**config.mk**
```make
export PLATFORM = sky130hd
export DESIGN_NAME = servisia_uart_rx
export DESIGN_NICKNAME = d
export VERILOG_FILES = /design/src/rtl/servisia_uart_pkg.sv /design/src/rtl/servisia_rx_fifo.sv /design/src/rtl/servisia_uart_rx.sv
export SDC_FILE = /design/constraint.sdc
export NUM_CORES = 1
export LEC_CHECK = 0
export ABC_AREA = 1
export CORE_ASPECT_RATIO = 0.8
export CORE_UTILIZATION = 42
export DETAILED_ROUTE_END_ITERATION = 10
export PLACE_DENSITY = 0.7
export SYNTH_ARGS = -nofsm -noshare
export SYNTH_HDL_FRONTEND = slang
export SYNTH_SLANG_ARGS = --single-unit
```
**constraint.sdc**
```tcl
create_clock -name clk_i -period 6.1 [get_ports clk_i]
set_input_delay 0.915 -clock clk_i [delete_from_list [all_inputs] [get_ports clk_i]]
set_output_delay 0.915 -clock clk_i [all_outputs]
set_load 0.01 [all_outputs]
```
**src/rtl/servisia_uart_pkg.sv**
```systemverilog
// Shared types and constants for the servisia UART receive path.
package servisia_uart_pkg;

    localparam int UART_DATA_BITS = 8;

    typedef enum logic [2:0] {
        IDLE,
        START,
        DATA,
        STOP,
        BREAK
    } uart_rx_state_e;

endpackage

```
**src/rtl/servisia_rx_fifo.sv**
```systemverilog
// Small synchronous FIFO with a registered head word. Pointers carry one
// extra wrap bit so full and empty are distinguishable without a counter.
module servisia_rx_fifo #(
    parameter int WIDTH = 8,
    parameter int DEPTH = 4
) (
    input  logic             clock,
    input  logic             reset_n,
    input  logic             push,
    input  logic [WIDTH-1:0] push_data,
    input  logic             pop,
    output logic [WIDTH-1:0] head,
    output logic             full,
    output logic             empty
);

    localparam int AW = $clog2(DEPTH);

    logic [WIDTH-1:0] mem [DEPTH];
    logic [AW:0]      rd_ptr;
    logic [AW:0]      wr_ptr;
    logic [AW:0]      rd_next;
    logic [AW:0]      wr_next;
    logic             pop_ok;
    logic             push_ok;

    assign empty   = (rd_ptr == wr_ptr);
    assign full    = (rd_ptr[AW] != wr_ptr[AW]) && (rd_ptr[AW-1:0] == wr_ptr[AW-1:0]);
    assign pop_ok  = pop && !empty;
    assign push_ok = push && (!full || pop_ok);
    assign rd_next = rd_ptr + {{AW{1'b0}}, pop_ok};
    assign wr_next = wr_ptr + {{AW{1'b0}}, push_ok};

    // Storage array: written only for accepted pushes, never reset.
    always_ff @(posedge clock) begin
        if (push_ok) begin
            mem[wr_ptr[AW-1:0]] <= push_data;
        end
    end

    // Read and write pointers, cleared on reset and wrapping naturally.
    always_ff @(posedge clock) begin
        if (!reset_n) begin
            rd_ptr <= '0;
            wr_ptr <= '0;
        end else begin
            rd_ptr <= rd_next;
            wr_ptr <= wr_next;
        end
    end

    // Head register tracks the entry that will sit at the read pointer next
    // cycle; a word pushed into the slot about to become the head is forwarded
    // from the input because the array write lands on the same edge.
    always_ff @(posedge clock) begin
        if (!reset_n) begin
            head <= '0;
        end else if (rd_next != wr_next) begin
            if (push_ok && (wr_ptr[AW-1:0] == rd_next[AW-1:0])) begin
                head <= push_data;
            end else begin
                head <= mem[rd_next[AW-1:0]];
            end
        end
    end

endmodule

```
**src/rtl/servisia_uart_rx.sv**
```systemverilog
// 8N1 UART receiver: two-flop synchroniser, mid-bit sampling FSM and a small
// output FIFO with a valid/ready handshake.
module servisia_uart_rx
    import servisia_uart_pkg::*;
#(
    parameter int CLKS_PER_BIT = 16,
    parameter int FIFO_DEPTH   = 4
) (
    input  logic                      clk_i,
    input  logic                      rst_ni,
    input  logic                      rx_i,
    output logic [UART_DATA_BITS-1:0] data_o,
    output logic                      valid_o,
    input  logic                      ready_i,
    output logic                      frame_err_o,
    output logic                      overflow_o,
    output logic                      busy_o
);

    localparam int CW = $clog2(CLKS_PER_BIT);
    localparam int IW = $clog2(UART_DATA_BITS);
    localparam logic [CW-1:0] HALF_RELOAD = CW'(CLKS_PER_BIT / 2 - 1);
    localparam logic [CW-1:0] FULL_RELOAD = CW'(CLKS_PER_BIT - 1);
    localparam logic [IW-1:0] LAST_INDEX  = IW'(UART_DATA_BITS - 1);

    uart_rx_state_e            state;
    uart_rx_state_e            state_next;
    logic                      rx_meta;
    logic                      rx_q;
    logic [CW-1:0]             bit_cnt;
    logic [IW-1:0]             bit_idx;
    logic [UART_DATA_BITS-1:0] shift_q;
    logic                      sample;
    logic                      shift_en;
    logic                      push;
    logic                      pop;
    logic                      frame_err_set;
    logic                      fifo_full;
    logic                      fifo_empty;

    assign sample  = (bit_cnt == '0);
    assign valid_o = !fifo_empty;
    assign pop     = valid_o && ready_i;

    // Two-stage synchroniser on the asynchronous line; idles at the mark level.
    always_ff @(posedge clk_i) begin
        if (!rst_ni) begin
            rx_meta <= 1'b1;
            rx_q    <= 1'b1;
        end else begin
            rx_meta <= rx_i;
            rx_q    <= rx_meta;
        end
    end

    // FSM state register.
    always_ff @(posedge clk_i) begin
        if (!rst_ni) begin
            state <= IDLE;
        end else begin
            state <= state_next;
        end
    end

    // Next-state logic: a start edge is confirmed at mid-bit, data bits are
    // taken at each bit centre, and a low stop bit parks us until the line idles.
    always_comb begin
        state_next = state;
        case (state)
            IDLE:    if (!rx_q)  state_next = START;
            START:   if (sample) state_next = rx_q ? IDLE : DATA;
            DATA:    if (sample && (bit_idx == LAST_INDEX)) state_next = STOP;
            STOP:    if (sample) state_next = rx_q ? IDLE : BREAK;
            BREAK:   if (rx_q)   state_next = IDLE;
            default: state_next = IDLE;
        endcase
    end

    // Output decode: strobes for shifting, pushing and framing errors.
    always_comb begin
        busy_o        = (state != IDLE);
        shift_en      = (state == DATA) && sample;
        push          = (state == STOP) && sample && rx_q;
        frame_err_set = (state == STOP) && sample && !rx_q;
    end

    // Bit-period counter: half a bit from the start edge, then full bits.
    always_ff @(posedge clk_i) begin
        if (!rst_ni) begin
            bit_cnt <= '0;
        end else if (state == IDLE) begin
            bit_cnt <= HALF_RELOAD;
        end else if (sample) begin
            bit_cnt <= FULL_RELOAD;
        end else begin
            bit_cnt <= bit_cnt - 1'b1;
        end
    end

    // Data bit index, cleared while confirming the start bit.
    always_ff @(posedge clk_i) begin
        if (!rst_ni) begin
            bit_idx <= '0;
        end else if (state == START) begin
            bit_idx <= '0;
        end else if (shift_en) begin
            bit_idx <= bit_idx + 1'b1;
        end
    end

    // Shift register filled LSB first, so each new bit enters at the top.
    always_ff @(posedge clk_i) begin
        if (!rst_ni) begin
            shift_q <= '0;
        end else if (shift_en) begin
            shift_q <= {rx_q, shift_q[UART_DATA_BITS-1:1]};
        end
    end

    // Single-cycle error pulses, aligned with the cycle the byte would appear.
    always_ff @(posedge clk_i) begin
        if (!rst_ni) begin
            frame_err_o <= 1'b0;
            overflow_o  <= 1'b0;
        end else begin
            frame_err_o <= frame_err_set;
            overflow_o  <= push && fifo_full && !pop;
        end
    end

    servisia_rx_fifo #(
        .WIDTH (UART_DATA_BITS),
        .DEPTH (FIFO_DEPTH)
    ) u_fifo (
        .clock     (clk_i),
        .reset_n   (rst_ni),
        .push      (push),
        .push_data (shift_q),
        .pop       (pop),
        .head      (data_o),
        .full      (fifo_full),
        .empty     (fifo_empty)
    );

endmodule

```
==> out/qor.txt <==
status -> finished, final reports clean
Max Freq -> 322.7 MHz
# IOs -> 16
WP buf/inv -> 3
layout overhead on the synthesized area -> 13.48%
IO buf count -> 15
Worst path slowest cell -> clkdlybuf4s50_1
DRT iter0 DRCs -> 121
Die ar. -> 7460 µm²
Final period util -> 50.80%
dpl cells -> 413
Worst Hold Class -> flip-flop to flip-flop
critical path start-end classification -> primary input to flip-flop
Final Core Density -> 49.22%
post-CTS sizing -> 0
worst skew pair latency -> 0.34 ns
total core area -> 6892 µm²
clock root buffer -> clkbuf_8
Layout Cell Area excl Fill -> 3392 µm²
total CTS buffers -> 9
gr usage total -> 16.89%
register area share after synthesis -> 56.26%
CTS tree -> yes
gp weighted congestion -> 0.7908
worst-case clock buffer depth -> 2
H-tree depth -> 3
final setup vio count -> 0
fin nets -> 348
Chip Height -> 77.46 µm
Final HPWL DP -> 3845 µm
DRC viols -> 0
maximum net fanout on the critical path -> 16
Post-Route Setup TNS -> 0 ns
Initial Util -> 43.37%
Pwr per Cell Area -> 322.1 nW/µm²
Worst-Margin Slew -> 0.8964 ns
Final ANT Viol Nets -> 0
met1 usage -> 21.88%
Relative slew margins -> 40.06%
synth warn -> 0
crit path DAT -> 3.34 ns
count of cell types in the netlist -> 33
Die W -> 96.32 µm
GR Layer Usage met3 -> 5.686%
busiest grt layer -> met2
syn nets -> 333
Startpoint Class -> primary input
vias -> 2164
antenna cell count -> 0
via/cell ratio -> 5.044
largest net degree at the start of global routing -> 27
unrepaired setup endpoints after global routing -> no
share of layout cells above drive strength 1 -> 12.87%
placed inst area -> 3167 µm²
drt total wl -> 5689 µm
grt ovf -> 0
Synth Register Bits -> 68
worst path required time -> 6.34 ns
CTS Sinks -> 68
crit path time final -> 3.099 ns
non-filler instance count after layout -> 429
Syn Std Cell Area -> 2989 µm²
Rows -> 27
met2 Use GR -> 25.82%
drt pass-1 iters -> 4
cell count after synthesis -> 322
vias in the first global route -> 1982
hold buffer count at cts -> 0
initial antenna violation count -> 0
Leakage -> 1.405 nW
Top Family by Delay on Critical Path -> simple AND/OR/NAND/NOR gates
total power -> 1.092 mW
average cell area after synthesis -> 9.283 µm²
max incr delay on CP -> 0.42 ns
CP cell instances -> clkdlybuf4s50_1 > nor2_1 > nand2_2 > and2_4 > ha_1 > ha_1 > xor2_1 > nor2_1 > nand3_2 > o21ai_0 > inv_2 > nand2_1 > inv_1
DR WL/cell -> 13.26 µm
Worst Clk Skew -> 0.007418 ns
Setup Fix Bufs, Post-CTS -> 0
max-slew violations -> 0
final hold viol count -> 0
Clock transition at path regs -> 0.07 ns
Max VDD drop -> 0.0001631 V
first-pass GRT wire length -> 9218 µm
CP endpoint kind -> flip-flop
maximum capacitance violations -> 0
## synthesized netlist by cell type
| cell | n | area, µm² |
|---|---|---|
| nor2_1 | 35 | 131.4 |
| or2_1 | 1 | 6.260 |
| a21oi_1 | 17 | 85.08 |
| o31ai_1 | 1 | 7.510 |
| xnor2_1 | 2 | 17.52 |
| inv_2 | 10 | 37.54 |
| o21ai_1 | 7 | 35.03 |
| nand3_4 | 1 | 17.52 |
| xor2_1 | 6 | 52.55 |
| o22ai_1 | 5 | 31.28 |
| nor2_4 | 2 | 22.52 |
| buf_4 | 2 | 15.01 |
| nand2_2 | 6 | 37.54 |
| or2_2 | 3 | 18.77 |
| a21oi_2 | 1 | 8.760 |
| inv_1 | 33 | 123.9 |
| nor4_2 | 1 | 12.51 |
| clkbuf_1 | 3 | 11.26 |
| buf_6 | 4 | 45.04 |
| edfxtp_1 | 32 | 960.9 |
| nand2_1 | 49 | 183.9 |
| dfxtp_1 | 36 | 720.7 |
| nand4_1 | 9 | 56.30 |
| nand3_1 | 7 | 35.03 |
| nor3_1 | 1 | 5.000 |
| o21ai_0 | 31 | 155.2 |
| nor2_2 | 3 | 18.77 |
| buf_2 | 2 | 10.01 |
| ha_1 | 7 | 87.58 |
| nand3_2 | 1 | 10.01 |
| a31oi_1 | 2 | 12.51 |
| o211ai_1 | 1 | 7.510 |
| and2_4 | 1 | 8.760 |
## area by class of cell
type	instances	area [µm²]
Sequential cell	68	1682
Timing Repair Buffer	15	150.1
Tap cell	87	108.9
Clock buffer	10	137.6
Clock inverter	6	87.58
Multi-Input combinational cell	200	1065
Fill cell	651	3500
Inverter	43	161.4
## through the flow
stage          worst slack, ns  hold slack, ns
2_1_floorplan            3.454          0.3925
3_3_place_gp             2.753          0.4016
3_5_place_dp             2.654          0.4068
4_1_cts                  3.005          0.4206
5_1_grt                  2.804          0.4299
6_report                 3.001          0.4178
## per-layer routing
layer	wire length, µm	vias to the layer above
met3	277	10
met5	0	-
met4	79	0
met1	2660	1014
met2	2671	38
li1	-	1102
## cell usage in the layout, fill, tap and decap left out, drive strengths merged
cell	n
inv	43
nor3	1
ha	7
nor2	40
o31ai	1
xor2	6
bufinv	2
and2	1
clkbuf	10
nand2	55
a31oi	2
a21oi	18
clkdlybuf4s50	15
xnor2	2
o22ai	5
or2	4
nor4	1
o211ai	1
clkinvlp	2
o21ai	38
edfxtp	32
dfxtp	36
nand3	9
clkinv	2
nand4	9
## worst register-to-register path: stages, from the launching register on
cell and delay [ns]:
dfxtp_1 0.46, inv_2 0.08, nand2_1 0.06, nand2_1 0.05, nor2_2 0.13, nand2_1 0.07
nand2_1 0.06, inv_1 0.04, ha_1 0.18, ha_1 0.64, xor2_1 0.14, nor2_1 0.15
nand3_2 0.25, o21ai_0 0.29, inv_2 0.04, nand2_1 0.06, inv_1 0.03
## power by group
group	leakage (nW)	switching [mW]	internal, mW
Sequential	0.582	0.0202	0.506
Clock	0.106	0.169	0.240
Combinational	0.717	0.0967	0.0597
## sequential cells by signal (all words and copies together) (netlist names), 3 cells and up
name           count
u_fifo.mem        32
shift_q            8
u_fifo.head        8
bit_cnt            4
bit_idx            3
state              3
u_fifo.rd_ptr      3
u_fifo.wr_ptr      3
## final timing paths
check / startpoint / slack (ns) / cells past startpoint / end
hold reg to reg: rx_meta / 0.42 / 1 / rx_q
setup reg to reg: u_fifo.wr_ptr[1] / 3.26 / 16 / u_fifo.head[3]
setup / recovery: ready_i / 3.00 / 13 / u_fifo.head[3]
hold / removal: rx_meta / 0.42 / 1 / rx_q
## kinds of logic (layout without fill, tap and decap cells)
logic type | count (synthesis) | after routing | share of synthesized area, %
compound gates | 65 | 65 | 11.47
xor+xnor | 8 | 8 | 2.344
fa+ha+maj | 7 | 7 | 2.930
buf+inv | 54 | 74 | 8.120
flops | 68 | 68 | 56.26
simple gates | 120 | 120 | 18.88
(Power assumes the default switching activity.)
